--- src/rtl/Purple_Jade_pkg.sv ---
// Shared types for the microcode dispatch queue:
// field widths, FU/OP codes, packed word layout, FSM states.
package Purple_Jade_pkg;

  localparam int FU_WIDTH_P    = 3;
  localparam int OP_WIDTH_P    = 3;
  localparam int UCODE_WIDTH_P = 20;
  localparam int ENTRY_WIDTH_P = UCODE_WIDTH_P + 32;

  typedef enum logic [FU_WIDTH_P-1:0] {
    NOOP_FU    = 3'd0,
    ALU_FU     = 3'd1,
    MUL_FU     = 3'd2,
    DIV_FU     = 3'd3,
    LOGICAL_FU = 3'd4,
    MEM_FU     = 3'd5,
    BRANCH_FU  = 3'd6
  } fu_e;

  typedef enum logic [OP_WIDTH_P-1:0] {
    OP_ADD = 3'd0,
    OP_SUB = 3'd1,
    OP_AND = 3'd2,
    OP_OR  = 3'd3,
    OP_XOR = 3'd4,
    OP_SHL = 3'd5,
    OP_SHR = 3'd6,
    OP_CMP = 3'd7
  } op_e;

  // {WE,OP,FU,FLAGS,DEST_SRC,S1_SRC,S2_SRC,IMM}, MSB first
  typedef struct packed {
    logic       we;
    op_e        op;
    fu_e        fu;
    logic [3:0] flags;
    logic [1:0] dest_src;
    logic [1:0] s1_src;
    logic [3:0] s2_src;
    logic       imm;
  } ucode_s;

  typedef enum logic {
    RUN     = 1'b0,
    WAIT_BR = 1'b1
  } disp_state_e;

  function automatic logic is_noop(input fu_e fu);
    return fu == NOOP_FU;
  endfunction

endpackage

--- src/rtl/ucode_fifo.sv ---
// Circular queue with valid/ready push, valid/yumi pop
// and a synchronous clear; storage itself is not reset.
module ucode_fifo #(
  parameter int WIDTH_P = 1,
  parameter int DEPTH_P = 4
) (
  input  logic               clk_i,
  input  logic               reset_i,
  input  logic               clear_i,
  input  logic               v_i,
  input  logic [WIDTH_P-1:0] data_i,
  output logic               ready_o,
  output logic               v_o,
  output logic [WIDTH_P-1:0] data_o,
  input  logic               yumi_i
);

  localparam int PW = $clog2(DEPTH_P);
  localparam int CW = PW + 1;
  localparam logic [CW-1:0] FULL = CW'(DEPTH_P);

  logic [WIDTH_P-1:0] mem [DEPTH_P];
  logic [PW-1:0]      head_r;
  logic [PW-1:0]      tail_r;
  logic [CW-1:0]      count_r;
  logic               push;
  logic               pop;

  assign ready_o = count_r != FULL;
  assign v_o     = count_r != '0;
  assign data_o  = mem[head_r];
  assign push    = v_i & ready_o & ~clear_i;
  assign pop     = yumi_i & v_o & ~clear_i;

  // pointers wrap naturally since DEPTH_P is a power of two
  always_ff @(posedge clk_i) begin
    if (reset_i || clear_i) begin
      head_r  <= '0;
      tail_r  <= '0;
      count_r <= '0;
    end else begin
      if (push) tail_r <= tail_r + 1'b1;
      if (pop)  head_r <= head_r + 1'b1;
      unique case ({push, pop})
        2'b10:   count_r <= count_r + 1'b1;
        2'b01:   count_r <= count_r - 1'b1;
        default: count_r <= count_r;
      endcase
    end
  end

  // entry storage, written at the tail
  always_ff @(posedge clk_i) begin
    if (push) mem[tail_r] <= data_i;
  end

endmodule

--- src/rtl/ucode_dispatch.sv ---
// Microcode dispatch: queues FE words, issues the head to
// its FU, and stalls behind a dispatched branch.
module ucode_dispatch
  import Purple_Jade_pkg::*;
#(
  parameter int DEPTH_P  = 4,
  parameter int NUM_FU_P = 8
) (
  input  logic                     clk_i,
  input  logic                     reset_i,
  input  logic                     ucode_v_i,
  input  logic [UCODE_WIDTH_P-1:0] ucode_i,
  input  logic [15:0]              instr_i,
  input  logic [15:0]              pc_i,
  output logic                     ucode_ready_o,
  input  logic                     flush_i,
  input  logic [NUM_FU_P-1:0]      fu_ready_i,
  input  logic                     branch_resolved_i,
  output logic                     dispatch_v_o,
  output logic [FU_WIDTH_P-1:0]    dispatch_fu_o,
  output logic [2:0]               dispatch_op_o,
  output logic                     we_o,
  output logic [3:0]               flags_o,
  output logic [1:0]               dest_src_o,
  output logic [1:0]               s1_src_o,
  output logic [3:0]               s2_src_o,
  output logic                     imm_o,
  output logic [15:0]              instr_o,
  output logic [15:0]              pc_o
);

  logic [ENTRY_WIDTH_P-1:0] push_data;
  logic [ENTRY_WIDTH_P-1:0] head_data;
  logic                     push_v;
  logic                     head_v;
  logic                     pop;
  logic                     run;
  logic                     fu_ok;
  ucode_s                   head_uc;
  logic [15:0]              head_instr;
  logic [15:0]              head_pc;
  disp_state_e              state_r;
  disp_state_e              state_n;

  assign push_data = {ucode_i, instr_i, pc_i};
  assign push_v    = ucode_v_i & ~flush_i;

  ucode_fifo #(
    .WIDTH_P (ENTRY_WIDTH_P),
    .DEPTH_P (DEPTH_P)
  ) fifo (
    .clk_i   (clk_i),
    .reset_i (reset_i),
    .clear_i (flush_i),
    .v_i     (push_v),
    .data_i  (push_data),
    .ready_o (ucode_ready_o),
    .v_o     (head_v),
    .data_o  (head_data),
    .yumi_i  (pop)
  );

  assign {head_uc, head_instr, head_pc} = head_data;

  assign fu_ok = fu_ready_i[head_uc.fu];
  assign run   = head_v & (state_r == RUN) & ~flush_i;

  assign dispatch_v_o = run & ~is_noop(head_uc.fu) & fu_ok;
  assign pop          = dispatch_v_o | (run & is_noop(head_uc.fu));

  assign dispatch_fu_o = head_uc.fu;
  assign dispatch_op_o = head_uc.op;
  assign we_o          = head_uc.we;
  assign flags_o       = head_uc.flags;
  assign dest_src_o    = head_uc.dest_src;
  assign s1_src_o      = head_uc.s1_src;
  assign s2_src_o      = head_uc.s2_src;
  assign imm_o         = head_uc.imm;
  assign instr_o       = head_instr;
  assign pc_o          = head_pc;

  // dispatch state register
  always_ff @(posedge clk_i) begin
    if (reset_i) state_r <= RUN;
    else         state_r <= state_n;
  end

  // branch wait: enter after a branch issues, leave on resolve
  always_comb begin
    state_n = state_r;
    if (flush_i) begin
      state_n = RUN;
    end else begin
      unique case (state_r)
        RUN: begin
          if (dispatch_v_o && head_uc.fu == BRANCH_FU)
            state_n = WAIT_BR;
        end
        WAIT_BR: begin
          if (branch_resolved_i) state_n = RUN;
        end
        default: state_n = RUN;
      endcase
    end
  end

endmodule

--- config.mk ---
export PLATFORM = sky130hd
export DESIGN_NAME = ucode_dispatch
export DESIGN_NICKNAME = d
export VERILOG_FILES = /design/src/rtl/Purple_Jade_pkg.sv /design/src/rtl/ucode_fifo.sv /design/src/rtl/ucode_dispatch.sv
export SDC_FILE = /design/constraint.sdc
export NUM_CORES = 1
export LEC_CHECK = 0
export BUFFER_PORTS_ARGS = -buffer_cell sky130_fd_sc_hd__buf_2
export CELL_PAD_IN_SITES_DETAIL_PLACEMENT = 0
export CELL_PAD_IN_SITES_GLOBAL_PLACEMENT = 2
export CORE_MARGIN = 5
export CORE_UTILIZATION = 39
export CTS_CLUSTER_DIAMETER = 200
export DETAILED_ROUTE_END_ITERATION = 12
export GPL_ROUTABILITY_DRIVEN = 0
export PLACE_DENSITY = 0.72
export SYNTH_ARGS = -nofsm -noshare
export SYNTH_HDL_FRONTEND = slang
export SYNTH_SLANG_ARGS = --single-unit
--- constraint.sdc ---
create_clock -name clk_i -period 3.2 [get_ports clk_i]
set_input_delay 0.96 -clock clk_i [delete_from_list [all_inputs] [get_ports clk_i]]
set_output_delay 0.96 -clock clk_i [all_outputs]
set_load 0.01 [all_outputs]
* Word-level counts from Yosys, hierarchy flattened
Memories as Yosys holds them, arrays and structs flattened. A register that Yosys moved wholly into a read port is not among the register bits.
Cells that the tools add are included.
** Storage, ports and cells
- Bits in registers :: 8
- Bits in latches :: 0
- Bits in writable memories :: 208
- Bits in read-only memories :: 0
- Input port bits :: 65
- Output and inout bits :: 54
- Word-level logic and storage cells :: 44
- Memories :: 1
** Cells by class
- Add/sub/neg operators :: 4
- Multipliers :: 0
- Divide/modulo/power cells :: 0
- Magnitude comparators :: 1
- Equal/unequal tests :: 4
- Shift operators :: 0
- Muxes and demuxes :: 10
- Bitwise operators :: 14
- Reduce and logical (&&, ||, !) cells :: 6
** Memories
- fifo.mem :: words 4, bits a word 52, rd ports 1, clocked after memory_dff 1, write ports 1, RTL line ucode_fifo.sv:22 : logic [WIDTH_P-1:0] mem [DEPTH_P];
** Operators by type and width (count)
- $and 1x1->1 :: 10
- $pmux 3 s2 :: 1
- $mux 1 :: 5
- $add 2x1->2 const B :: 2
- $lt 3x4->1 const B :: 1
- $mux 2 :: 2
- $add 3x1->3 const B :: 1
- $bmux 1 s3 :: 1
- $eq 3x3->1 const B :: 1
- $logic_not 3->1 :: 1
- $ne 3x3->1 const B :: 1
- $not 1->1 :: 3
- $reduce_bool 3->1 :: 1
- $sub 3x1->3 const B :: 1
- $eq 2x1->1 const B :: 1
- $eq 2x2->1 const B :: 1
- $pmux 1 s2 :: 1
- $reduce_bool 2->1 :: 1
- $reduce_or 2->1 :: 1
- $logic_and 1x1->1 :: 1
- $logic_or 1x1->1 :: 1
- $or 1x1->1 :: 1

* Longest topological paths before layout
- Depth after elaboration :: 10
- Gate-level depth with buffers :: 13
- Mapped depth without buffers :: 11

* By module
Synthesis repeated with hierarchy kept, for this count alone.
** Unflattened totals
- Cell total of the unflattened synthesis :: 348
- Area, all modules :: 8149.1 um2
** Modules (own cells, without submodules)
- ucode_fifo :: times used 1, cells each 330, area each 8005.2 um2, sequential area each 6426.2 um2
- ucode_dispatch :: times used 1, cells each 18, area each 143.9 um2, sequential area each 20.0 um2

* Least setup slack after synthesis
Ideal clock, no wire load.
- Path type :: reg-to-reg
- From :: register (tool-made name)
- To :: register fifo.count_r[2]
- Library setup time :: 0.070 ns
- Arrival :: 3.070 ns
- Data required time :: 3.130 ns
- Setup slack :: 0.060 ns
- Cell stages (with the launch flop) :: 14
- Path buffers :: 2
- Period minus slack after synthesis :: 3.140 ns
- Path through :: dfxtp_1 > buf_6 > mux4_2 > buf_6 > mux2i_1 > a221oi_1 > a21oi_1 > nor2_1 > ha_1 > inv_1 > fa_1 > xor2_1 > or3_1 > a21oi_1
** RTL lines
- end signal, assigned :: RTL line ucode_fifo.sv:45 : 2'b10: count_r <= count_r + 1'b1;
- end signal, assigned :: RTL line ucode_fifo.sv:46 : 2'b01: count_r <= count_r - 1'b1;
- end signal, assigned :: RTL line ucode_fifo.sv:47 : default: count_r <= count_r;
- end, declared :: RTL line ucode_fifo.sv:25 : logic [CW-1:0] count_r;

==> metrics.md <==
| Metric | Value |
|---|---|
| Worst Setup Path Type | flop to output port |
| Fin Clk Skew | 3.58 ps |
| Final Hold Violating Endpoints | 0 |
| Synth top area share | 0.762 |
| HP Class | flop to flop |
| Comb power frac | 0.045 |
| Area of the multi-input gates | 0.00165 mm² |
| Yosys warns | 0 |
| H-tree depth | 1 |
| Clock Power Share | 0.400 |
| Final Hold Slack | approximately 500 ps |
| Sw Share | 0.197 |
| Place WS | about 150 ps |
| Post-route DRC violation count | 0 |
| Arrival time worst endpoint | 2330 ps |
| Sink Count | 218 |
| Gr ovfl total | 0 |
| Post-Syn Instances | 359 |
| Share of synthesized registers carrying an async set or reset | 0 |
| Post-synth EDFFs | 208 |
| TritonCTS clock tree | yes |
| Num rows | 53 |
| DR vias | 3967 |
| Top-count cell post-synth | edfxtp_1 |
| Register area | 0.00645 mm² |
| Final Power | about 5.7 mW |
| Die footprint | 0.0240 mm² |
| Fraction of power consumed by sequential logic | 0.555 |
| Worst slew pin tran | 534 ps |
| Max Clk Rate | 0.304 GHz |
| Ratio of cells with drive above 1 in the final layout | 0.437 |
| Lkg Pwr | roughly 3.3 nW |
| Vias in the first global route | 4357 |
| Internal power | about 4.6 mW |
| Clock buffer depth | 3 |
| DR vias/cell | about 5 |
| Chip width | 155 µm |
| Switch Pwr | ~1.1 mW |
| Fillers | 1749 |
| Post-route cell area | 0.0100 mm² |
| Power per cell area | 574 mW/mm² |
| Initial antenna violation count | 3 |
| Top cells by count, synth | 208 x edfxtp_1, 53 x mux4_2, 10 x dfxtp_1 |
| Min-delay src | state_r |
| Drt first-iter violations | 173 |
| Worst r2r src | fifo.mem[3][45] |
| WP data required | 2240 ps |
| Worst slew margin | 0.644 |
| Cell Count, Final, Fillers Out | 796 |
| Status | finished, violations left |
| Die Y | 155 µm |
| Layout Nets | 578 |
| Synthesized area per cell | 22.8 µm² |
| Part of the cycle the worst path needs | 1.03 |
| Max-cap violations | 0 |
| Area Growth Syn to Fin | 22.0% |
| Post-Route WL | 15.7 mm |
| FF+latch count, synth | between 200 and 250 |
| Min Clock Period, post-route | 3290 ps |
| Root Driver | clkbuf_16 |
| Largest net degree at the start of global routing | 50 |
| Post-DRT Antenna Nets | 0 |
| Placed insts | 752 |
| Post-synth top flop | edfxtp_1 |
| Syn_nets | between 400 and 500 |
| Routed length per instance | a little under 20 µm |
| CTS buffer count | 23 |
| Startpoint Class | flop |
| IO Port Bufs | between 100 and 150 |
| Placed Area | 0.00929 mm² |
| Initial Util | 0.392 |
| Post-detail-place hpwl | ~9.7 mm |
| Boundary pin count | 119 |
| Crit path launch | fifo.mem[3][45] |
| Violated checks | negative setup slack |
| Final setup fails | 1 |
| Total track usage | 0.129 |
| CP endpoint kind | output port |
| Unique cell type count in the Yosys netlist | 35 |
| Clock Latency Late Sink | 490 ps |
| RSZ-0062 raised after global routing | yes |
| Worst-path fanout max | 4 |
| Global-route wire length before repair | 24.2 mm |
| Synthesized area | 0.00820 mm² |
| Core ar. | approximately 0.021 mm² |
| Max-slew violation count | 0 |
| VDD IR max | 0.000378 V |
| Total iterations of the first detailed-routing run | 4 |
| Synth top area cells | edfxtp_1 76%, mux4_2 15%, dfxtp_1 2.4% |
| Worst setup margin | -94.2 ps |
| Sequential area share after synthesis | 0.786 |
| Clock slew at reported path FFs | 60 ps |
| Dominant cell type by area after synthesis | edfxtp_1 |
final cells by class:
class	instances	share of cell area
antenna	1	0.000250
clock buffer	31	0.0605
sequential	218	0.645
multi-input combinational	118	0.165
timing repair buffer	137	0.0873
clock inverter	7	0.00388
inverter	9	0.00338
tap	275	0.0344
critical path, cell delays in order, from the launching register on:
cell	delay, ps
edfxtp_1	390
mux4_2	560
mux2_4	320
a221o_1	320
o21ai_1	80
nor2_1	50
buf_2	130
flip-flops by register name (all words and copies together) (netlist names), named ones only:
signal and cells:
fifo.head_r 2, fifo.count_r 3, fifo.mem 208, state_r 1
fifo.tail_r 2
routing by layer:
metal	track usage	vias up	share of wire
li1	-	1796	-
met1	0.168	2034	0.42
met2	0.209	104	0.48
met3	0.0451	29	0.078
met4	0.0324	4	0.016
met5	0	-	0.0023
kinds of logic after synthesis:
group | Yosys count | synth area share
AOI/OAI and AO/OA | 14 | 0.0121
xor gates and xnor gates | 3 | 0.00321
adders and majority gates | 6 | 0.0101
buffers and inverters | 23 | 0.0125
DFF | 218 | 0.786
muxes | 58 | 0.152
and+or+nand+nor | 37 | 0.0235
power by group through the flow:
| stage | registers [mW] | clock network, mW | logic, mW |
|---|---|---|---|
| 2_1_floorplan | 3.25 | 0 | 0.117 |
| 4_1_cts | 3.19 | 2.38 | 0.261 |
| 3_5_place_dp | 3.25 | 0 | 0.255 |
| 5_1_grt | 3.19 | 2.50 | 0.283 |
| 6_report | 3.19 | 2.30 | 0.259 |
| 3_3_place_gp | 3.24 | 0 | 0.248 |
timing repair:
item	in CTS	in global routing
resized for setup	1	1
hold buffers	0	0
buffers inserted	3	1
pin swaps	1	0
setup endpoints to repair	1	34
gates cloned	0	1
final timing paths:
path | endpoint | slack [ps] | depth (start not counted)
max | dispatch_v_o | -90 | 6
min | state_r | 500 | 2
max reg2reg | fifo.count_r[2] | 70 | 12
min reg2reg | state_r | 500 | 2
cells in the final DEF, fill, tap and decap left out, types with 2 or more instances in the layout:
cell type     n
xor2_1        2
clkinvlp_4    2
nor2b_1       4
or3_1         2
buf_2       117
edfxtp_1    208
clkbuf_1      8
clkinv_2      4
and2_2        4
clkbuf_16    24
nand2_1       4
dfxtp_1       8
nor3_1        3
mux2i_1       4
buf_12        8
nor2_1        8
a21oi_1       5
mux4_2       53
ha_1          5
nand3_1       7
buf_4        10
inv_1         9
stage by stage:
step,util,setup TNS (ps)
after global routing,0.479,-247
after global placement,0.445,0
after CTS,0.477,-134
after detailed placement,0.445,0
final,0.479,-94.2
after floorplan,-,0
Note: power is estimated with default switching activity, not from simulation.
